### src/rtl/fp_unpack_pipe.sv
// Two-stage IEEE-754 single/double operand unpacker with valid/ready flow control.
// Stage 1 extracts fields and classifies; stage 2 normalises denormals and forms the exponent.
module fp_unpack_pipe #(
  parameter int N  = 64,
  parameter int EW = 13,
  parameter int SW = 53
) (
  input  logic          clk,
  input  logic          rst,
  input  logic          in_valid,
  output logic          in_ready,
  input  logic          dbs,
  input  logic [N-1:0]  x,
  output logic          out_valid,
  input  logic          out_ready,
  output logic          s,
  output logic [EW-1:0] e,
  output logic [SW-1:0] f,
  output logic [5:0]    lz,
  output logic          fz,
  output logic          zero,
  output logic          denorm,
  output logic          inf,
  output logic          nan,
  output logic          snan
);

  logic v1, v2;
  logic s1_ld, s2_ld;

  assign s2_ld     = !v2 || out_ready;
  assign s1_ld     = !v1 || s2_ld;
  assign in_ready  = s1_ld;
  assign out_valid = v2;

  // stage 1 combinational field extraction
  logic [10:0]   ex_c;
  logic [51:0]   frac_c;
  logic          msb_c;
  logic          emax_c;
  logic          fz_c;
  logic [SW-1:0] r_c;
  logic [5:0]    lz_c;

  always_comb begin
    if (dbs) begin
      ex_c   = x[62:52];
      frac_c = x[51:0];
      msb_c  = x[51];
      emax_c = (x[62:52] == 11'h7FF);
    end else begin
      ex_c   = {3'b000, x[62:55]};
      frac_c = {x[54:32], 29'b0};
      msb_c  = x[54];
      emax_c = (x[62:55] == 8'hFF);
    end
    fz_c = (frac_c == '0);
    r_c  = {(ex_c != '0), frac_c};
    // ascending scan: the last hit is the highest set bit
    lz_c = '0;
    for (int unsigned i = 0; i < SW; i++) begin
      if (r_c[i]) lz_c = 6'(SW - 1 - i);
    end
  end

  logic          s1_s, s1_dbs, s1_fz;
  logic [10:0]   s1_ex;
  logic [SW-1:0] s1_r;
  logic [5:0]    s1_lz;
  logic          s1_zero, s1_den, s1_inf, s1_nan, s1_snan;

  always_ff @(posedge clk or posedge rst) begin
    if (rst) begin
      v1      <= 1'b0;
      s1_s    <= 1'b0;
      s1_dbs  <= 1'b0;
      s1_fz   <= 1'b0;
      s1_ex   <= '0;
      s1_r    <= '0;
      s1_lz   <= '0;
      s1_zero <= 1'b0;
      s1_den  <= 1'b0;
      s1_inf  <= 1'b0;
      s1_nan  <= 1'b0;
      s1_snan <= 1'b0;
    end else if (s1_ld) begin
      v1 <= in_valid;
      if (in_valid) begin
        s1_s    <= x[63];
        s1_dbs  <= dbs;
        s1_fz   <= fz_c;
        s1_ex   <= ex_c;
        s1_r    <= r_c;
        s1_lz   <= lz_c;
        s1_zero <= (ex_c == '0) && fz_c;
        s1_den  <= (ex_c == '0) && !fz_c;
        s1_inf  <= emax_c && fz_c;
        s1_nan  <= emax_c && !fz_c;
        s1_snan <= emax_c && !fz_c && !msb_c;
      end
    end
  end

  // stage 2 combinational normalisation
  logic [EW-1:0] bias_c;
  logic [EW-1:0] e_c;
  logic [SW-1:0] f_c;

  always_comb begin
    bias_c = s1_dbs ? EW'(1023) : EW'(127);
    e_c    = EW'(s1_ex) - bias_c;
    f_c    = s1_r;
    if (s1_zero) begin
      e_c = '0;
      f_c = '0;
    end else if (s1_den) begin
      e_c = EW'(1) - bias_c - EW'(s1_lz);
      f_c = s1_r << s1_lz;
    end else if (s1_inf || s1_nan) begin
      e_c = s1_dbs ? EW'(1024) : EW'(128);
    end
  end

  always_ff @(posedge clk or posedge rst) begin
    if (rst) begin
      v2     <= 1'b0;
      s      <= 1'b0;
      e      <= '0;
      f      <= '0;
      lz     <= '0;
      fz     <= 1'b0;
      zero   <= 1'b0;
      denorm <= 1'b0;
      inf    <= 1'b0;
      nan    <= 1'b0;
      snan   <= 1'b0;
    end else if (s2_ld) begin
      v2 <= v1;
      if (v1) begin
        s      <= s1_s;
        e      <= e_c;
        f      <= f_c;
        lz     <= s1_lz;
        fz     <= s1_fz;
        zero   <= s1_zero;
        denorm <= s1_den;
        inf    <= s1_inf;
        nan    <= s1_nan;
        snan   <= s1_snan;
      end
    end
  end

endmodule

### config.mk
export PLATFORM = sky130hd
export DESIGN_NAME = fp_unpack_pipe
export DESIGN_NICKNAME = d
export VERILOG_FILES = /design/src/rtl/fp_unpack_pipe.sv
export SDC_FILE = /design/constraint.sdc
export NUM_CORES = 1
export LEC_CHECK = 0
export ABC_CLOCK_PERIOD_IN_PS = 9500
export BUFFER_PORTS_ARGS = -buffer_cell sky130_fd_sc_hd__buf_2
export CAP_MARGIN = 5
export CORE_MARGIN = 2
export CORE_UTILIZATION = 30
export DETAILED_ROUTE_END_ITERATION = 7
export GPL_ROUTABILITY_DRIVEN = 0
export PLACE_DENSITY = 0.57
export SYNTH_ARGS = -nofsm -noshare
export SYNTH_HDL_FRONTEND = slang
export SYNTH_SLANG_ARGS = --single-unit
### constraint.sdc
create_clock -name clk -period 9.5 [get_ports clk]
set_clock_uncertainty 0.2 [all_clocks]
set_input_delay 0 -clock clk [delete_from_list [all_inputs] [get_ports clk]]
set_output_delay 0 -clock clk [all_outputs]
set_load 0.05 [all_outputs]
== Word level (Yosys, flattened, before mapping) ==
Cells that the tools add are included.
Word-level totals
  bits of input ports: 69
  logic and storage cells: 110
  output and inout port bits: 81
  bits in registers: 159
Cells by class
  reductions and logical operators: 17
  muxes and demuxes: 64
  shift-type cells: 1
  equal/unequal tests: 2
  $add $sub $neg: 3
Operator list (count)
  $mux W6: 53
  $mux W53: 2
  $shl A53 B6 Y53: 1
  $logic_not A52 Y1: 1
  $mux W52: 1
  $mux W13: 3
  $mux W11: 2
  $sub A11 B10 Y12: 1
  $sub A11 B7 Y12: 1
  $eq A11 B11 Y1 const B: 1
  $logic_not A11 Y1: 1
  $reduce_bool A11 Y1: 1
  $sub A1 B10 Y11 const A: 1
  $mux W10: 1
  $eq A8 B8 Y1 const B: 1
  $logic_and A1 B1 Y1: 5
  $logic_not A1 Y1: 4
  $reduce_and A2 Y1: 2
  $logic_or A1 B1 Y1: 3
  $mux W1: 2

== Logic depth before layout (Yosys ltp) ==
  depth in word-level cells: 54
  mapped depth: 11
  gate-level depth less buffers: 8

== Least setup slack after synthesis ==
Ideal clock, no wire load.
  path kind: flip-flop to flip-flop
  start point: reg v2, in the netlist out_valid
  end point: reg s1_nan
  period minus slack after synthesis: 2.621 ns
  stages on the path, launching flop included: 6
  arrival: 2.284 ns
  data required time: 9.163 ns
  buffers on the path: 2
  library setup time: 0.137 ns
  path slack: 6.879 ns
  path through: dfrtp_1 nand3b_1 nand2_1 clkbuf_1 clkbuf_1 o21ai_0
Between the ends
  word-level cells in the longest chain between the ends: 4
RTL lines
  start, declared: RTL line 28  | logic v1, v2;
  start signal, assigned: RTL line 138  | v2 <= v1;
  $logic_not A1 Y1: RTL line 31  | assign s2_ld = !v2 || out_ready;
  $logic_or A1 B1 Y1: RTL line 31
  $logic_or A1 B1 Y1: RTL line 32  | assign s1_ld = !v1 || s2_ld;
  named net in_ready: RTL line 11  | output logic in_ready,
  $reduce_and A2 Y1 (no line)
  end signal, assigned: RTL line 98  | s1_nan <= emax_c && !fz_c;
  end, declared: RTL line 70  | logic s1_zero, s1_den, s1_inf, s1_nan, s1_snan;
The timed path passes the listed nets, and every way through them passes these cells.
A chain may end at the register's enable or synchronous reset.

== Worst setup path in the final report ==
  start point: reg s1_lz[1]
  end point: reg f[51]
Between the ends
  word-level cells in the longest chain between the ends: 3
RTL lines
  start, declared: RTL line 69  | logic [5:0] s1_lz;
  start signal, assigned: RTL line 94  | s1_lz <= lz_c;
  $shl A53 B6 Y53: RTL line 118  | f_c = s1_r << s1_lz;
  $mux W53: RTL line 116  | end else if (s1_den) begin
  $mux W53: RTL line 113  | if (s1_zero) begin
  end signal, assigned: RTL line 129  | f <= '0;
  end signal, assigned: RTL line 142  | f <= f_c;
  end, declared: RTL line 18  | output logic [SW-1:0] f,
No other way between the ends.

==> metrics.csv <==
metric;value;unit
Gate Count Post-Synth;1275;
Slew HR;17.0;%
nets@finish;1527;
worst path required time;9620;ps
Hold Violations, Final;0;
RSZ-0062 raised after global routing;no;
Max Cap Viol;0;
most common cell in the synthesized netlist;nand2_1;
WP buf/inv;1;
max incr delay on CP;710;ps
fmax;263;MHz
final period utilization;40.1;%
Diodes inserted;0;
outcome;complete, no violations;
Routed Wire Length;43200;um
Overall Power;2.35;mW
wire per inst;22.2;um
Die Y;198;um
Critical Path AT;3920;ps
setup bufs post-CTS;0;
crit path time final;3810;ps
Mapped Area;11300;um^2
pwr dens;170;nW/um^2
Yosys cell types;67;
# setup viols final;0;
ranking of synthesized cells by area;dfrtp_1 35%, mux4_2 8.2%, nand2_1 7.5%;
static leakage;5.96;nW
CTS root buffer;clkbuf_16;
synth warn;0;
TritonCTS Buffers;17;
share of cells above drive strength 1;19.8;%
via count;11241;
Initial DRC Count;1548;
Internal Power;1.42;mW
Sinks on Clock Net;158;
Peak VDD IR;0.0799;mV
CTS H-tree depth;4;
gr usage total;22.1;%
setup_tns;0;ps
die area;39200;um^2
Synthesized Nets;1349;
switch share;39.6;%
CTS tree;yes;
Residual DRC;0;
Filler Cell Count;3887;
Synth top area share;35.0;%
list of most frequent post-synthesis cells;225 x nand2_1, 158 x dfrtp_1, 125 x o21ai_0;
Crit Path Max Fanout;43;
CTS clock-pin slew for the worst setup and hold paths;70;ps
detail-routed via count per cell;5.79;
ys flop type;dfrtp_1;
first-pass GRT wire length;66200;um
dpl hpwl;31600;um
Max Root-Sink Buffers;2;
grt ovf;0;
startpoint types;flop;
power share of the clock group;30.2;%
initial antenna violation count;0;
ys async rst share;100;%
fraction of power consumed by sequential logic;38.0;%
crit-path leading delay family;multiplexers;
Seq cells post-synth;158;
max-slew violations;0;
Mapped Avg Cell Area;8.85;um^2
vias in the first global route;10830;
starting density of the core;30.2;%
Buffers on Ports;149;
Pre-antenna DRT Iters;7;
Syn-to-layout area delta;22.7;%
crit path capture type;flop;
Min-Delay Path Class;in2async;
DRT antenna net count;0;
number of synthesized flops with an enable pin;0;
Rows;71;
post-synth top area cell;dfrtp_1;
Top-Level Pins;150;
Die Wd;198;um
Core Region;37300;um^2
Worst-Margin Slew;1230;ps
WS Path Type;reg2reg;
Skew-Pair Late Insertion Delay;440;ps
sequential fraction of the synthesis area;35.0;%
combinational power share;31.8;%
critical-path cell list;buf_4, mux4_1, mux2i_1, mux2_2, o22ai_1, a221oi_1, o31ai_1;
CP max-delay cell;dfrtp_4;
Psw;928;uW
largest net degree at the start of global routing;105;
==> routing by layer <==
| layer | GRT usage [%] | share of wire [%] |
|---|---|---|
| met1 | 33.2 | 47 |
| met2 | 30.9 | 42 |
| met3 | 3.93 | 8.3 |
| met4 | 8.63 | 3.3 |
| met5 | 0 | 0 |
==> layout by cell type (no fill, tap or decap), types with 16 or more instances in the layout <==
cell type and instances:
nand3_1 22, a22oi_1 21, nor2_1 81, mux4_2 41, a21oi_1 66, clkbuf_16 17, dfrtp_1 156, dlygate4sd3_1 90
o31ai_1 20, buf_2 148, o21ai_0 125, mux2_2 33, o22ai_1 17, buf_4 18, and3_1 17, nor3_1 28
nand2b_1 16, nand2_1 223, mux2i_1 77, inv_1 24
==> per-stage QoR <==
| stage | hold WS [ps] | cells | setup slack [ps] | instance area (um^2) | utilization [%] |
|---|---|---|---|---|---|
| after floorplan | -94.6 | 1275 | 5040 | 11300 | - |
| after global placement | -9.27 | 1818 | 5810 | 12300 | 33.1 |
| after detailed placement | 11.1 | 1818 | 5780 | 12300 | 33.1 |
| after CTS | 49.0 | 1940 | 5760 | 13800 | 37.1 |
| after global routing | 105 | 1940 | 5490 | 13800 | 37.1 |
| final | 43.6 | 1940 | 5690 | 13800 | 37.1 |
==> flip-flops by register name, summed over array words and instances, names as in the netlist, 6 cells and up <==
signal  cells
s1_lz       6
lz          6
f          53
s1_ex      11
e          12
s1_r       53
==> final timing paths <==
kind / from / to / slack [ps] / depth (start not counted)
min in group clk: x[33] / s1_lz[0] / 70 / 5
hold / removal: rst / zero / 40 / 3
setup / recovery: s1_lz[1] / f[51] / 5690 / 7
setup reg to reg: s1_lz[1] / f[51] / 5690 / 7
hold reg to reg: s / s / 270 / 2
max in group asynchronous: rst / s1_r[9] / 7500 / 4
==> kinds of logic (layout without fill, tap and decap cells) <==
logic type | after synthesis | count (layout) | share of synthesized area (%)
muxes | 157 | 157 | 19.7
xor gates and xnor gates | 12 | 12 | 0.931
adders and majority gates | 5 | 5 | 0.554
buffers and inverters | 123 | 314 | 4.71
DFF | 158 | 158 | 35.0
AOI/OAI and AO/OA | 367 | 367 | 21.0
and+or+nand+nor | 453 | 453 | 18.0
==> tightest hold or removal path: stages <==
cell and delay, ps:
dlygate4sd3_1 530, buf_2 140, inv_6 540
==> layout make-up <==
class	instances	area [um^2]	area share, %
Clock inverter	12	135	0.976
Tap cell	474	593	4.28
Sequential cell	158	3960	28.6
Multi-Input combinational cell	994	6810	49.2
Inverter	26	103	0.741
Clock buffer	20	467	3.37
Timing Repair Buffer	256	1780	12.8
==> power groups by stage <==
stage | combinational [mW] | sequential, mW | clock, mW
detailed placement | 0.709 | 0.899 | 0
CTS | 0.742 | 0.886 | 0.719
finish | 0.746 | 0.891 | 0.709
global route | 0.800 | 0.900 | 0.748
floorplan | 0.306 | 1.05 | 0
global placement | 0.701 | 0.897 | 0
==> what timing repair did <==
action,CTS,global route
gates resized for setup,0,0
hold endpoints to repair,167,0
hold buffers,90,0
Power figures use the tool's default switching activity.
